File: src/rtl/rwc_pkg.sv
// rtl/rwc_pkg.sv - shared encodings and defaults for the rwc_ctrl challenge sequencer
//
// Purpose: state encoding, default generator widths and the challenge clear
// value, imported by rwc_vote and rwc_sched.
package rwc_pkg;

    // Default widths of the read-write-collision generator interface.
    localparam int DEF_ADDR_W = 10;
    localparam int DEF_DATA_W = 32;

    // Fill bit for challenge/response words when nothing meaningful is driven.
    // It is replicated to the word width so one constant serves any DATA_W.
    localparam logic CHALLENGE_CLEAR = 1'b0;

    // Sequencer states.
    typedef logic [2:0] state_t;
    localparam state_t IDLE      = 3'd0;
    localparam state_t ISSUE     = 3'd1;
    localparam state_t WAIT_BUSY = 3'd2;
    localparam state_t WAIT_DONE = 3'd3;
    localparam state_t SAMPLE    = 3'd4;
    localparam state_t EMIT      = 3'd5;

endpackage

File: src/rtl/rwc_vote.sv
// rtl/rwc_vote.sv - per-bit collision vote counters with majority output
//
// Purpose: DATA_W independent counters, one per response bit. Each counts how
// many evaluations saw a collision on its bit. REPEAT <= 15 bounds the count,
// so the counters need no saturation.
// Ports:
//   clk, resetn : clock, asynchronous active-low reset
//   clr         : zero all counters (wins over inc)
//   inc         : add flag[i] to counter i
//   flag        : per-bit collision flags for this evaluation
//   maj         : maj[i] = counter i > REPEAT/2
module rwc_vote
    import rwc_pkg::*;
#(
    parameter int DATA_W = DEF_DATA_W,
    parameter int REPEAT = 5
) (
    input  logic              clk,
    input  logic              resetn,
    input  logic              clr,
    input  logic              inc,
    input  logic [DATA_W-1:0] flag,
    output logic [DATA_W-1:0] maj
);

    localparam int CNT_W = $clog2(REPEAT + 1);

    logic [CNT_W-1:0] cnt_q [DATA_W];
    logic [CNT_W-1:0] cnt_d [DATA_W];

    always_comb begin
        for (int i = 0; i < DATA_W; i++) begin
            cnt_d[i] = cnt_q[i];
            if (clr) begin
                cnt_d[i] = '0;
            end else if (inc && flag[i]) begin
                cnt_d[i] = cnt_q[i] + CNT_W'(1);
            end
        end
    end

    always_ff @(posedge clk or negedge resetn) begin
        if (!resetn) begin
            for (int i = 0; i < DATA_W; i++) begin
                cnt_q[i] <= '0;
            end
        end else begin
            for (int i = 0; i < DATA_W; i++) begin
                cnt_q[i] <= cnt_d[i];
            end
        end
    end

    // REPEAT is odd, so a strict majority never ties.
    always_comb begin
        for (int i = 0; i < DATA_W; i++) begin
            maj[i] = (cnt_q[i] > CNT_W'(REPEAT / 2));
        end
    end

endmodule

File: src/rtl/rwc_sched.sv
// rtl/rwc_sched.sv - command sequencer and majority voter for the rwc_ctrl PUF generator
//
// Purpose: takes a command of cmd_count challenges from cmd_addr, fires each
// challenge REPEAT times on the generator, majority-votes rsp_pos ^ rsp_neg
// per bit and streams one voted word per address on the resp_* port.
// Ports:
//   clk, resetn             : clock (shared with generator), async active-low reset
//   cmd_valid/ready         : command handshake; cmd_addr/data/count payload
//   gen_enable              : one-cycle start pulse to the generator
//   gen_addr, gen_data      : challenge address/data, held for the whole word
//   gen_available           : generator idle flag
//   gen_rsp_pos, gen_rsp_neg: generator edge samples
//   resp_valid/ready        : response handshake
//   resp_data/addr/last/err : voted word, its address, last-of-command, timeout abort
//   busy                    : a command is in progress
module rwc_sched
    import rwc_pkg::*;
#(
    parameter int ADDR_W  = DEF_ADDR_W,
    parameter int DATA_W  = DEF_DATA_W,
    parameter int REPEAT  = 5,
    parameter int TIMEOUT = 15
) (
    input  logic              clk,
    input  logic              resetn,
    input  logic              cmd_valid,
    output logic              cmd_ready,
    input  logic [ADDR_W-1:0] cmd_addr,
    input  logic [DATA_W-1:0] cmd_data,
    input  logic [ADDR_W:0]   cmd_count,
    output logic              gen_enable,
    output logic [ADDR_W-1:0] gen_addr,
    output logic [DATA_W-1:0] gen_data,
    input  logic              gen_available,
    input  logic [DATA_W-1:0] gen_rsp_pos,
    input  logic [DATA_W-1:0] gen_rsp_neg,
    output logic              resp_valid,
    input  logic              resp_ready,
    output logic [DATA_W-1:0] resp_data,
    output logic [ADDR_W-1:0] resp_addr,
    output logic              resp_last,
    output logic              resp_err,
    output logic              busy
);

    localparam int REP_W = $clog2(REPEAT + 1);
    localparam int TMO_W = $clog2(TIMEOUT + 1);

    state_t            state_q,  state_d;
    logic [ADDR_W-1:0] addr_q,   addr_d;
    logic [DATA_W-1:0] data_q,   data_d;
    logic [ADDR_W:0]   remain_q, remain_d;
    logic [REP_W-1:0]  rep_q,    rep_d;
    logic [TMO_W-1:0]  tmo_q,    tmo_d;
    logic              err_q,    err_d;

    logic              cmd_take;
    logic              wait_expired;
    logic              word_last;
    logic              in_wait;
    logic              vote_clr;
    logic              vote_inc;
    logic [DATA_W-1:0] vote_maj;

    assign cmd_take     = cmd_valid && (state_q == IDLE) && (cmd_count != '0);
    // tmo_q counts cycles already spent in the wait state; this is the last one.
    assign wait_expired = (tmo_q == TMO_W'(TIMEOUT - 1));
    // A timeout abort always ends the command.
    assign word_last    = err_q || (remain_q == (ADDR_W + 1)'(1));
    assign in_wait      = (state_q == WAIT_BUSY) || (state_q == WAIT_DONE);

    // ---------------- state register ----------------
    always_ff @(posedge clk or negedge resetn) begin
        if (!resetn) begin
            state_q  <= IDLE;
            addr_q   <= '0;
            data_q   <= {DATA_W{CHALLENGE_CLEAR}};
            remain_q <= '0;
            rep_q    <= '0;
            tmo_q    <= '0;
            err_q    <= 1'b0;
        end else begin
            state_q  <= state_d;
            addr_q   <= addr_d;
            data_q   <= data_d;
            remain_q <= remain_d;
            rep_q    <= rep_d;
            tmo_q    <= tmo_d;
            err_q    <= err_d;
        end
    end

    // ---------------- next state ----------------
    always_comb begin
        state_d = state_q;
        case (state_q)
            IDLE:      if (cmd_take) state_d = ISSUE;
            ISSUE:     state_d = WAIT_BUSY;
            // Progress wins over an expiring timeout on the same cycle.
            WAIT_BUSY: begin
                if (!gen_available)    state_d = WAIT_DONE;
                else if (wait_expired) state_d = EMIT;
            end
            WAIT_DONE: begin
                if (gen_available)     state_d = SAMPLE;
                else if (wait_expired) state_d = EMIT;
            end
            SAMPLE:    state_d = (rep_q == REP_W'(REPEAT - 1)) ? EMIT : ISSUE;
            EMIT:      if (resp_ready) state_d = word_last ? IDLE : ISSUE;
            default:   state_d = IDLE;
        endcase
    end

    // ---------------- datapath registers ----------------
    always_comb begin
        addr_d   = addr_q;
        data_d   = data_q;
        remain_d = remain_q;
        rep_d    = rep_q;
        err_d    = err_q;
        vote_clr = 1'b0;
        vote_inc = 1'b0;
        // Re-entering a wait state (or leaving one) restarts the count.
        tmo_d    = (in_wait && (state_d == state_q)) ? tmo_q + TMO_W'(1) : '0;

        case (state_q)
            IDLE: begin
                if (cmd_take) begin
                    addr_d   = cmd_addr;
                    data_d   = cmd_data;
                    remain_d = cmd_count;
                    rep_d    = '0;
                    err_d    = 1'b0;
                    vote_clr = 1'b1;
                end
            end
            WAIT_BUSY, WAIT_DONE: begin
                if (state_d == EMIT) err_d = 1'b1;
            end
            SAMPLE: begin
                rep_d    = rep_q + REP_W'(1);
                vote_inc = 1'b1;
            end
            EMIT: begin
                // gen_addr only moves here, between words, so the generator's
                // BRAM address is steady for all evaluations of a word.
                if (resp_ready && !word_last) begin
                    addr_d   = addr_q + ADDR_W'(1);
                    remain_d = remain_q - (ADDR_W + 1)'(1);
                    rep_d    = '0;
                    vote_clr = 1'b1;
                end
            end
            default: ;
        endcase
    end

    rwc_vote #(
        .DATA_W (DATA_W),
        .REPEAT (REPEAT)
    ) u_vote (
        .clk    (clk),
        .resetn (resetn),
        .clr    (vote_clr),
        .inc    (vote_inc),
        .flag   (gen_rsp_pos ^ gen_rsp_neg),
        .maj    (vote_maj)
    );

    // ---------------- outputs ----------------
    assign gen_addr = addr_q;
    assign gen_data = data_q;

    always_comb begin
        cmd_ready  = (state_q == IDLE);
        busy       = (state_q != IDLE);
        gen_enable = (state_q == ISSUE);
        resp_valid = (state_q == EMIT);
        resp_last  = (state_q == EMIT) && word_last;
        resp_err   = (state_q == EMIT) && err_q;
        resp_addr  = (state_q == EMIT) ? addr_q : '0;
        resp_data  = ((state_q == EMIT) && !err_q) ? vote_maj : {DATA_W{CHALLENGE_CLEAR}};
    end

endmodule

File: config.mk
export PLATFORM = sky130hd
export DESIGN_NAME = rwc_sched
export DESIGN_NICKNAME = d
export VERILOG_FILES = /design/src/rtl/rwc_pkg.sv /design/src/rtl/rwc_vote.sv /design/src/rtl/rwc_sched.sv
export SDC_FILE = /design/constraint.sdc
export NUM_CORES = 1
export LEC_CHECK = 0
export ABC_AREA = 1
export CELL_PAD_IN_SITES_DETAIL_PLACEMENT = 2
export CELL_PAD_IN_SITES_GLOBAL_PLACEMENT = 2
export CORE_ASPECT_RATIO = 0.9
export CORE_UTILIZATION = 30
export CTS_CLUSTER_DIAMETER = 150
export CTS_CLUSTER_SIZE = 16
export DETAILED_ROUTE_END_ITERATION = 10
export GPL_ROUTABILITY_DRIVEN = 0
export PLACE_DENSITY = 0.79
export SKIP_CTS_REPAIR_TIMING = 1
export SYNTH_ARGS = -nofsm -noshare
export SYNTH_HDL_FRONTEND = slang
export SYNTH_SLANG_ARGS = --single-unit
File: constraint.sdc
create_clock -name clk -period 2.2 [get_ports clk]
set_clock_uncertainty 0.05 [all_clocks]
set_input_delay 0.22 -clock clk [delete_from_list [all_inputs] [get_ports clk]]
set_output_delay 0.22 -clock clk [all_outputs]
set_load 0.01 [all_outputs]
### Word level (Yosys, flattened, before mapping)

Cells that the tools add are included.
Widths: inputs -> output; s select.

| word-level totals | value |
|---|---|
| flip-flop bits (word level) | 160 |
| input bits | 122 |
| output and inout port bits | 90 |
| word-level logic and storage cells | 298 |

| operators by class | value |
|---|---|
| add/sub/neg operators | 36 |
| order comparisons | 32 |
| equal/unequal tests | 13 |
| mux-type cells | 91 |
| bitwise logic cells | 1 |
| reduce and logical (&&, ||, !) cells | 86 |

Operators with widths:

| cell | number |
|---|---|
| $mux 3 | 72 |
| $add 3x1->3 const B | 33 |
| $gt 3x2->1 const B | 32 |
| $reduce_bool 2->1 | 34 |
| $logic_and 1x1->1 | 39 |
| $mux 32 | 1 |
| $xor 32x32->32 | 1 |
| $mux 10 | 3 |
| $mux 11 | 2 |
| $pmux 11 s2 | 1 |
| $pmux 10 s2 | 1 |
| $pmux 3 s6 | 1 |
| $eq 3x3->1 const B | 4 |
| $eq 11x1->1 const B | 1 |
| $reduce_bool 11->1 | 1 |
| $sub 11x1->11 const B | 1 |
| $add 10x1->10 const B | 1 |
| $pmux 3 s3 | 1 |
| $reduce_and 3->1 | 3 |
| $eq 3x2->1 const B | 2 |
| $mux 1 | 6 |
| $reduce_bool 3->1 | 2 |
| $add 4x1->4 const B | 1 |
| $eq 4x4->1 const B | 1 |
| other kinds (11) | 15 |

### Logic depth before layout (Yosys ltp)

Gate-level depths: netlist (run 1).

| depth | value |
|---|---|
| depth after elaboration | 8 |
| gate-level depth with buffers | 12 |
| mapped depth without buffers | 10 |

### By module

A second synthesis (run 1) with hierarchy kept.

| unflattened totals | value |
|---|---|
| cells, all modules | 1241 |
| area, all modules | 9615.5 sq um |

Modules (own cells, without submodules):

| module | times used | cells each | area each (sq um) | seq. area each (sq um) |
|---|---|---|---|---|
| rwc_vote | 1 | 698 | 5601.6 | 2402.3 |
| rwc_sched | 1 | 543 | 4013.8 | 1601.5 |

### Worst setup path after synthesis (run 1)

OpenSTA, ideal clock, no wires.

| timing path | value |
|---|---|
| kind | reg-to-reg |
| start point | register state_q[0] |
| end point | register u_vote.cnt_q[12] (netlist bit) |
| library setup time | 0.122 ns |
| arrival | 1.417 ns |
| required time | 2.028 ns |
| slack | 0.611 ns |
| stages on the path, launching flop included | 11 |
| path buffers | 4 |
| period minus slack after synthesis | 1.589 ns |
| cells stage by stage | dfrtp_1 buf_2 nor2_4 nand2_2 nor2_1 nand2_2 nand2_2 buf_6 buf_6 buf_12 nor2_4 |

| between the ends | value |
|---|---|
| longest elaborated chain between the ends | 6 |
| elaborated cells on any way between the ends | 11 |
| those cells by class | eq/ne (2); mux (4); reduce/logical (5) |

RTL lines:

| what | RTL line | text |
|---|---|---|
| start, declared | rwc_sched.sv:49 | `state_t state_q, state_d;` |
| start signal, assigned | rwc_sched.sv:83 | `state_q <= state_d;` |
| $logic_not 3->1 | rwc_sched.sv:65, rwc_sched.sv:126 |  |
| $logic_and 1x1->1 (2 in series) | rwc_sched.sv:65 | `assign cmd_take = cmd_valid && (state_q == IDLE) && (cmd_count != '0);` |
| $mux 1 | rwc_sched.sv:128 | `if (cmd_take) begin` |
| $pmux 1 s2 | rwc_sched.sv:126 | `case (state_q)` |
| $mux 3 or $reduce_bool 2->1 (tied branches) | n/a |  |
| end signal, assigned by index | rwc_vote.sv:49 | `cnt_q[i] <= cnt_d[i];` |
| end, declared | rwc_vote.sv:28 | `logic [CNT_W-1:0] cnt_q [DATA_W];` |

Several ways; a longest one is shown, not always the timed one.
A chain may end at the register's enable or synchronous reset.

### Final worst setup path (run 1)

| timing path | value |
|---|---|
| start point | register state_q[1] |
| end point | output resp_data[22] |

| between the ends | value |
|---|---|
| longest elaborated chain between the ends | 3 |

RTL lines:

| what | RTL line | text |
|---|---|---|
| $eq 3x3->1 | rwc_sched.sv:182 | `resp_data = ((state_q == EMIT) && !err_q) ? vote_maj : {DATA_W{CHALLENGE_CLEAR}};` |
| $logic_and 1x1->1 | rwc_sched.sv:182 |  |
| $mux 32 | rwc_sched.sv:182 |  |
| end, declared | rwc_sched.sv:39 | `output logic [DATA_W-1:0] resp_data,` |

No other way between the ends.

==> reports/results.ini, run 1 <==
[timing]
slew_headroom_pct=65.2
rsz0062_at_grt=yes
final_hold_viol_count=0
drv_slew=0
fmax_mhz=480
worst_hold_slack_ns=0.277
tightestPinTransition_ns=0.523
setup_viol=0
finalCriticalPeriod_ns=2.08
finalCritPeriodShare_pct=94.7

[worst_setup_path]
cp.arrival_ns=1.81
max_stage_delay_ns=0.39
critPathBufInv=4
crit_path_max_fanout=32
crit_slowest_cell=dfrtp_1
crit_chain=inv_2 > nand3_2 > inv_1 > nand2_1 > buf_12 > nor2_1 > dlymetal6s2s_1
crit_family=buffers and inverters
path_class=flip-flop to output port
start_kind=flip-flop
r2r_slack_ns=0.23
cp_data_required_time_ns=1.93
cp-end-kind=output port

[placed_design]
dp_hpwl_mm=20.0
port_buffers=211

[synthesis]
avgSynthCellArea_sq_um=8.44
synthesis.nets=1260
postSynthCellCount=1067
synth_area_sq_mm=0.00901
yosysSeqAreaShare_pct=44.4
ys_ff_latch=160
yosys_warnings=0
synth.distinct_cells=30

[pwr]
power_mw=12.4
p_leak_nw=6.52
power.density_mw_per_mm2=997
ir_worst_vdd_v=0.000515

[drt]
vias=7942
viasPerCell=4.70
route.detailed.drc=0
first_pass_iters=4
wl_mm=28.3
ant_nets=0
drtIter0Drc=229
wire_per_inst_microns=16.8

[flow_run]
drv_cap=0

[global_routing]
antenna_found_initial=0
grt_max_degree=51
grt_usage_pct=19.0
grt_pass1_vias=9172
grt_overflow=0
grt_pass1_wl_mm=46.2

[layout]
n_fill_cell=3284
drive_gt1_share_pct=6.02
fin_nets=1475
multi_input_area_sq_mm=0.00440
seqCellArea_sq_mm=0.00400
diodes=0
area_delta_synth_final_pct=37.7

[die]
die-width_microns=185
die_h_microns=166
die_area_sq_mm=0.0307
row_count=59
start_util_pct=30.8
ios=212
core-area_sq_mm=0.0292

[clock_tree]
cts_made_buffers=17
cts_buffer_depth=2
clock_latency_ns=0.43
cts_tree=done
cts-root-buf=clkbuf_16
clock_sinks=160
htreeDepth=4
clk_pin_slew_ns=0.07

[run_status]
status=finished clean

[min_path]
hold_path.class=primary input to async pin

through the flow:
stage / TNS [ns] / setup WS (ns) / instances / util [%] / cell area, sq um
final: 0 / 0.117 / 1691 / 42.4 / 12400
after global routing: -0.0128 / -0.0128 / 1691 / 42.4 / 12400
after CTS: -5.88 / -0.264 / 1690 / 42.0 / 12300
after detailed placement: 0 / 0.211 / 1658 / 39.9 / 11700
after global placement: 0 / 0.259 / 1658 / 39.9 / 11700
after floorplan: 0 / 0.611 / 1067 / - / 9010
worst reg2reg max path: stages (launching register included):
cell,delay [ns]
dfrtp_1,0.42
nor2_1,0.24
inv_2,0.06
nor2_2,0.15
nand2_1,0.13
nand2_1,0.13
nand2_4,0.12
inv_2,0.10
buf_4,0.21
nand3_1,0.13
o21ai_0,0.13
logic make-up (layout without fill, tap and decap cells):
group | after synthesis | after routing | synth area share, %
simple gates | 510 | 510 | 24.0
xor+xnor | 102 | 102 | 9.92
fa+ha+maj | 71 | 71 | 9.86
flops | 160 | 160 | 44.4
compound gates | 82 | 82 | 4.89
buf+inv | 142 | 370 | 6.86
path summary, 6_finish.rpt:
path                              from          endpoint  cells after the start
max reg2reg                remain_q[3]  u_vote.cnt_q[19]                     10
max in group asynchronous       resetn       gen_data[5]                      3
max                         state_q[1]     resp_data[22]                      7
min                             resetn       remain_q[4]                      2
min in group clk           cmd_data[4]       gen_data[4]                      3
min reg2reg                gen_data[6]       gen_data[6]                      2
registers in the layout, indices dropped and copies added (netlist names):
signal / flops
u_vote.cnt_q: 96
rep_q: 3
tmo_q: 4
gen_data: 32
gen_addr: 10
err_q: 1
remain_q: 11
state_q: 3
metal layers:
metal | vias to the layer above | global-route usage [%] | wire (microns)
li1 | 3770 | - | -
met1 | 3979 | 21.7 | 11800
met2 | 164 | 34.5 | 14600
met3 | 29 | 4.85 | 1520
met4 | 0 | 5.32 | 413
met5 | - | 0 | 0
final cells by class:
class | count | area share [%]
multi-input combinational | 765 | 35.5
sequential | 160 | 32.3
timing repair buffer | 235 | 20.4
tap | 396 | 3.99
clock buffer | 23 | 3.69
inverter | 103 | 3.12
clock inverter | 9 | 1.08
cells in the mapped netlist:
library cell,count,share of area [%]
o21ai_1,7,0.39
clkbuf_1,10,0.42
nor2_2,1,0.069
nand2_2,4,0.28
ha_1,71,9.9
xor2_1,99,9.6
nand4_1,7,0.49
dfrtp_1,160,44
nand3_1,82,4.6
a21oi_1,9,0.50
o211ai_1,7,0.58
nor3_1,8,0.44
buf_12,1,0.22
o21ai_0,51,2.8
buf_4,6,0.50
buf_6,3,0.37
inv_2,5,0.21
nor2_1,185,7.7
inv_1,98,4.1
o21bai_1,1,0.083
o22ai_1,2,0.14
nor4_1,1,0.069
nand2_1,207,8.6
nor2_4,13,1.6
a31oi_1,4,0.28
nand3_2,1,0.11
buf_2,19,1.1
xnor2_1,3,0.29
or2_1,1,0.069
a21boi_0,1,0.083
where the power goes:
group	switching [mW]	leakage [nW]	internal, mW	total [mW]
Combinational	2.67	4.12	2.03	4.70
Clock	1.24	0.274	1.82	3.06
Sequential	0.797	2.13	3.82	4.62
Total	4.70	6.52	7.67	12.4
placed cells by master, fill, tap and decap left out, types with 5 or more instances in the layout:
| cell type | n |
|---|---|
| o21ai_1 | 7 |
| nor2_1 | 182 |
| ha_1 | 71 |
| clkbuf_1 | 5 |
| o211ai_1 | 7 |
| dfrtp_1 | 160 |
| nand2_1 | 207 |
| inv_2 | 5 |
| inv_1 | 98 |
| nor3_1 | 8 |
| xor2_1 | 99 |
| nand4_1 | 7 |
| nor2_4 | 13 |
| buf_4 | 13 |
| a21oi_1 | 9 |
| dlymetal6s2s_1 | 44 |
| buf_12 | 10 |
| nand3_1 | 82 |
| o21ai_0 | 51 |
| clkdlybuf4s50_1 | 166 |
| clkbuf_16 | 17 |
No activity file was read; power rests on OpenSTA's default activity.
==> inputs of run 2 (changes only) <==
MAX_ROUTING_LAYER = met4   (was default)
==> reports/results.ini, run 2 (synthesis gave the netlist of run 1 again) <==
[layout]
n_fill_cell=3284
finalNonFillerCells=1691
regMostFlops=u_vote.cnt_q
diodes=0
final_common_cell=nand2_1
area_delta_synth_final_pct=37.7
largest_reg_flops=96
drive_gt1_share_pct=6.02
final_cell_mix=nand2_1 (207), nor2_1 (182), clkdlybuf4s50_1 (166)
fin_nets=1475

[flow_run]
drv_cap=0

[drt]
first_pass_iters=4
vias=7921
wl_mm=28.3
route.detailed.drc=0
viasPerCell=4.68
wire_per_inst_microns=16.7
drtIter0Drc=220
ant_nets=0

[worst_setup_path]
cp-end-kind=output port
crit_chain=inv_2 > nand3_2 > inv_1 > nand2_1 > buf_12 > nor2_1 > dlymetal6s2s_1
worst_r2r_path_depth=10
rr_startpoint=remain_q[3]
cp.arrival_ns=1.82
reg2reg_to=u_vote.cnt_q[19]
max_stage_delay_ns=0.39
cp_data_required_time_ns=1.93
r2r_slack_ns=0.24
crit_family=buffers and inverters
path_class=flip-flop to output port
start_kind=flip-flop
critPathBufInv=4
crit_path_max_fanout=32
crit_slowest_cell=dfrtp_1

[timing]
final_hold_viol_count=0
fmax_mhz=479
setup_slack_ns=0.113
slew_headroom_pct=64.8
setup_viol=0
finalCriticalPeriod_ns=2.09
finalCritPeriodShare_pct=94.9
rsz0062_at_grt=yes
setup_tns_ns=0
drv_slew=0
tightestPinTransition_ns=0.528
worst_hold_slack_ns=0.267

[pwr]
power.density_mw_per_mm2=996
p_leak_nw=6.52
power_mw=12.4
ir_worst_vdd_v=0.000514

[global_routing]
grt_overflow=0
grt_pass1_wl_mm=46.2
antenna_found_initial=0
grt_usage_pct=19.6
grt_max_degree=51
grt_pass1_vias=9170

[clock_tree]
clock_sinks=160
cts_tree=done
clk_pin_slew_ns=0.07
htreeDepth=4
cts-root-buf=clkbuf_16
cts_buffer_depth=2
clock_latency_ns=0.43
cts_made_buffers=17

[die]
row_count=59
core-area_sq_mm=0.0292
die_h_microns=166
die-width_microns=185
die_area_sq_mm=0.0307
start_util_pct=30.8
ios=212

[min_path]
hold_path.class=primary input to async pin

[placed_design]
dp_hpwl_mm=20.0
preCtsSetupSlack_ns=0.211
dp_cells=1658
port_buffers=211

[run_status]
status=finished clean

-- run 2: cell counts in the layout (fill, tap and decap cells not counted) --
No cell type changed its count.
-- run 2: worst reg2reg max path, delay by kind of cell (launching register included) --
family / cells / cell delay, ns
DFF: 1 / 0.42
buffers and inverters: 3 / 0.37
and+or+nand+nor: 6 / 0.90
AOI/OAI and AO/OA: 1 / 0.13
-- run 2: power breakdown --
| part | internal (mW) | switching (mW) | total [mW] |
|---|---|---|---|
| sequential | 3.82 | 0.798 | 4.62 |
| clock | 1.82 | 1.23 | 3.05 |
| combinational | 2.03 | 2.67 | 4.70 |
-- run 2: worst max path at each step --
stage | start | cells after the start | end | slack, ns
3_5_place_dp | resp_ready | 9 | remain_q[3] | 0.21
3_3_place_gp | remain_q[4] | 6 | resp_last | 0.26
4_1_cts | remain_q[4] | 6 | resp_last | -0.26
5_1_grt | state_q[1] | 7 | resp_data[22] | -0.01
2_1_floorplan | state_q[0] | 10 | u_vote.cnt_q[12] | 0.61
6_report | state_q[1] | 7 | resp_data[22] | 0.11
-- run 2: cell type report --
class	instances	area, sq um	area share [%]
multi-input combinational	765	4400	35.5
sequential	160	4000	32.3
timing repair buffer	235	2530	20.4
tap	396	495	3.99
clock buffer	23	458	3.69
inverter	103	387	3.12
clock inverter	9	134	1.08
-- run 2: through the flow --
stage / util [%] / instance area, sq um
4_1_cts: 42.0 / 12300
3_3_place_gp: 39.9 / 11700
2_1_floorplan: - / 9010
5_1_grt: 42.4 / 12400
3_5_place_dp: 39.9 / 11700
6_report: 42.4 / 12400
-- run 2: per-layer routing --
layer | global-route usage (%) | part of all wire, % | vias to the layer above | routed length (microns)
li1 | - | - | 3768 | -
met2 | 34.4 | 52 | 159 | 14600
met4 | 5.32 | 1.5 | 0 | 415
met1 | 22.1 | 42 | 3963 | 11900
met3 | 4.45 | 4.8 | 31 | 1360
met5 | - | 0 | - | 0
==> inputs of run 3 (changes only) <==
SETUP_SLACK_MARGIN = 0.2   (was default)
==> reports/results.ini, run 3 (synthesis gave the netlist of run 1 again) <==
[worst_setup_path]
cp_data_required_time_ns=1.93
crit_slowest_cell=dfrtp_1
start_kind=flip-flop
critPathLaunch=state_q[1]
cp-end-kind=output port
reg2reg_to=u_vote.cnt_q[19]
r2r_slack_ns=0.27
crit_path_frequent_cell=inv_2
endpoint=resp_data[9]
crit_family=buffers and inverters
crit_path_max_fanout=8
worst_r2r_path_depth=10
cp.depth=7
rr_startpoint=state_q[1]
max_stage_delay_ns=0.39
crit_chain=inv_2 > nand3_4 > inv_2 > nand2_4 > clkbuf_16 > nor2_2 > clkbuf_2
critPathBufInv=4
cp.arrival_ns=1.72
path_class=flip-flop to output port

[clock_tree]
clock_sinks=160
clk_pin_slew_ns=0.07
cts_made_buffers=17
cts-root-buf=clkbuf_16
clock_latency_ns=0.43
htreeDepth=4
cts_buffer_depth=2
cts_tree=done

[min_path]
hold_path.class=primary input to async pin

[pwr]
power.density_mw_per_mm2=1010
p_comb_share_pct=38.5
ir_worst_vdd_v=0.000513
power_mw=12.5
switching_power_mw=4.78
p_clk_share_pct=24.5
p_seq_share_pct=37.0
p_int_mw=7.73
switching_share_pct=38.2
p_leak_nw=6.18

[timing]
slew_headroom_pct=65.2
drv_slew=0
worst_hold_slack_ns=0.263
final_hold_viol_count=0
finalCriticalPeriod_ns=1.99
setup_viol=0
finalCritPeriodShare_pct=90.5
tightestPinTransition_ns=0.522
fmax_mhz=502
rsz0062_at_grt=yes

[global_routing]
grt_pass1_wl_mm=46.2
grt_pass1_vias=9170
antenna_found_initial=0
grt_max_degree=51
grt_overflow=0
grt_usage_pct=19.6

[drt]
wl_mm=29.2
drtIter0Drc=220
vias=7952
ant_nets=0
wire_per_inst_microns=17.2
route.detailed.drc=0
viasPerCell=4.69
first_pass_iters=4

[layout]
diodes=0
final_area_sq_mm=0.0124
area_delta_synth_final_pct=37.2
multi_input_area_sq_mm=0.00444
final_common_cell=nand2_1
largest_reg_flops=96
n_fill_cell=3287
seqCellArea_sq_mm=0.00400
final_cell_mix=nand2_1 (206), nor2_1 (176), clkdlybuf4s50_1 (162)
drive_gt1_share_pct=9.00
fin_nets=1480
regMostFlops=u_vote.cnt_q

[die]
start_util_pct=30.8
ios=212
die_h_microns=166
die-width_microns=185
core-area_sq_mm=0.0292
die_area_sq_mm=0.0307
row_count=59

[flow_run]
drv_cap=0

[placed_design]
port_buffers=211
placed_area_sq_mm=0.0117
dp_hpwl_mm=20.0

[run_status]
status=finished clean

run 3: metrics by stage:
stage               setup WS, ns  utilization [%]  std cells  TNS [ns]
finish                     0.209             42.3       1696         0
floorplan                  0.611                -       1067         0
global placement           0.259             39.9       1658         0
CTS                       -0.264             42.0       1690     -5.88
detailed placement         0.211             39.9       1658         0
global route              0.0731             42.3       1696         0
run 3: cell type report:
cell class | instances | area share [%]
Multi-Input combinational cell | 765 | 35.9
Sequential cell | 160 | 32.4
Timing Repair Buffer | 240 | 19.8
Tap cell | 396 | 4.01
Clock buffer | 23 | 3.71
Inverter | 103 | 3.13
Clock inverter | 9 | 1.08
run 3: worst reg2reg max path, stage by stage, from the launching register on:
cell,delay (ns)
dfrtp_1,0.39
inv_2,0.09
nand3_4,0.09
buf_12,0.18
nor3_1,0.19
nand2_1,0.13
nand2_4,0.18
inv_2,0.08
buf_6,0.16
nand3_1,0.12
o21ai_0,0.13
run 3: per-layer routing:
| metal | vias up | global-route usage, % | share of wire, % |
|---|---|---|---|
| met5 | - | - | 0 |
| met4 | 0 | 5.32 | 1.6 |
| met3 | 33 | 4.45 | 4.6 |
| met2 | 161 | 34.4 | 51 |
| met1 | 3984 | 22.1 | 42 |
| li1 | 3774 | - | - |
run 3: worst min path at each step:
stage / slack, ns / startpoint / end / cells past startpoint
2_1_floorplan: -0.13 / resetn / err_q / 0
3_3_place_gp: 0.17 / resetn / remain_q[4] / 1
3_5_place_dp: 0.17 / resetn / remain_q[4] / 1
4_1_cts: -0.30 / resetn / remain_q[4] / 1
5_1_grt: 0.28 / cmd_data[0] / gen_data[0] / 3
6_report: 0.26 / resetn / remain_q[4] / 2
run 3: power groups by stage:
stage	sequential [mW]	clock, mW	combinational (mW)
final	4.63	3.06	4.82
after global routing	4.75	3.28	5.38
after CTS	4.63	3.15	4.82
after detailed placement	4.65	0	4.72
after global placement	4.60	0	4.51
after floorplan	4.65	0	2.48
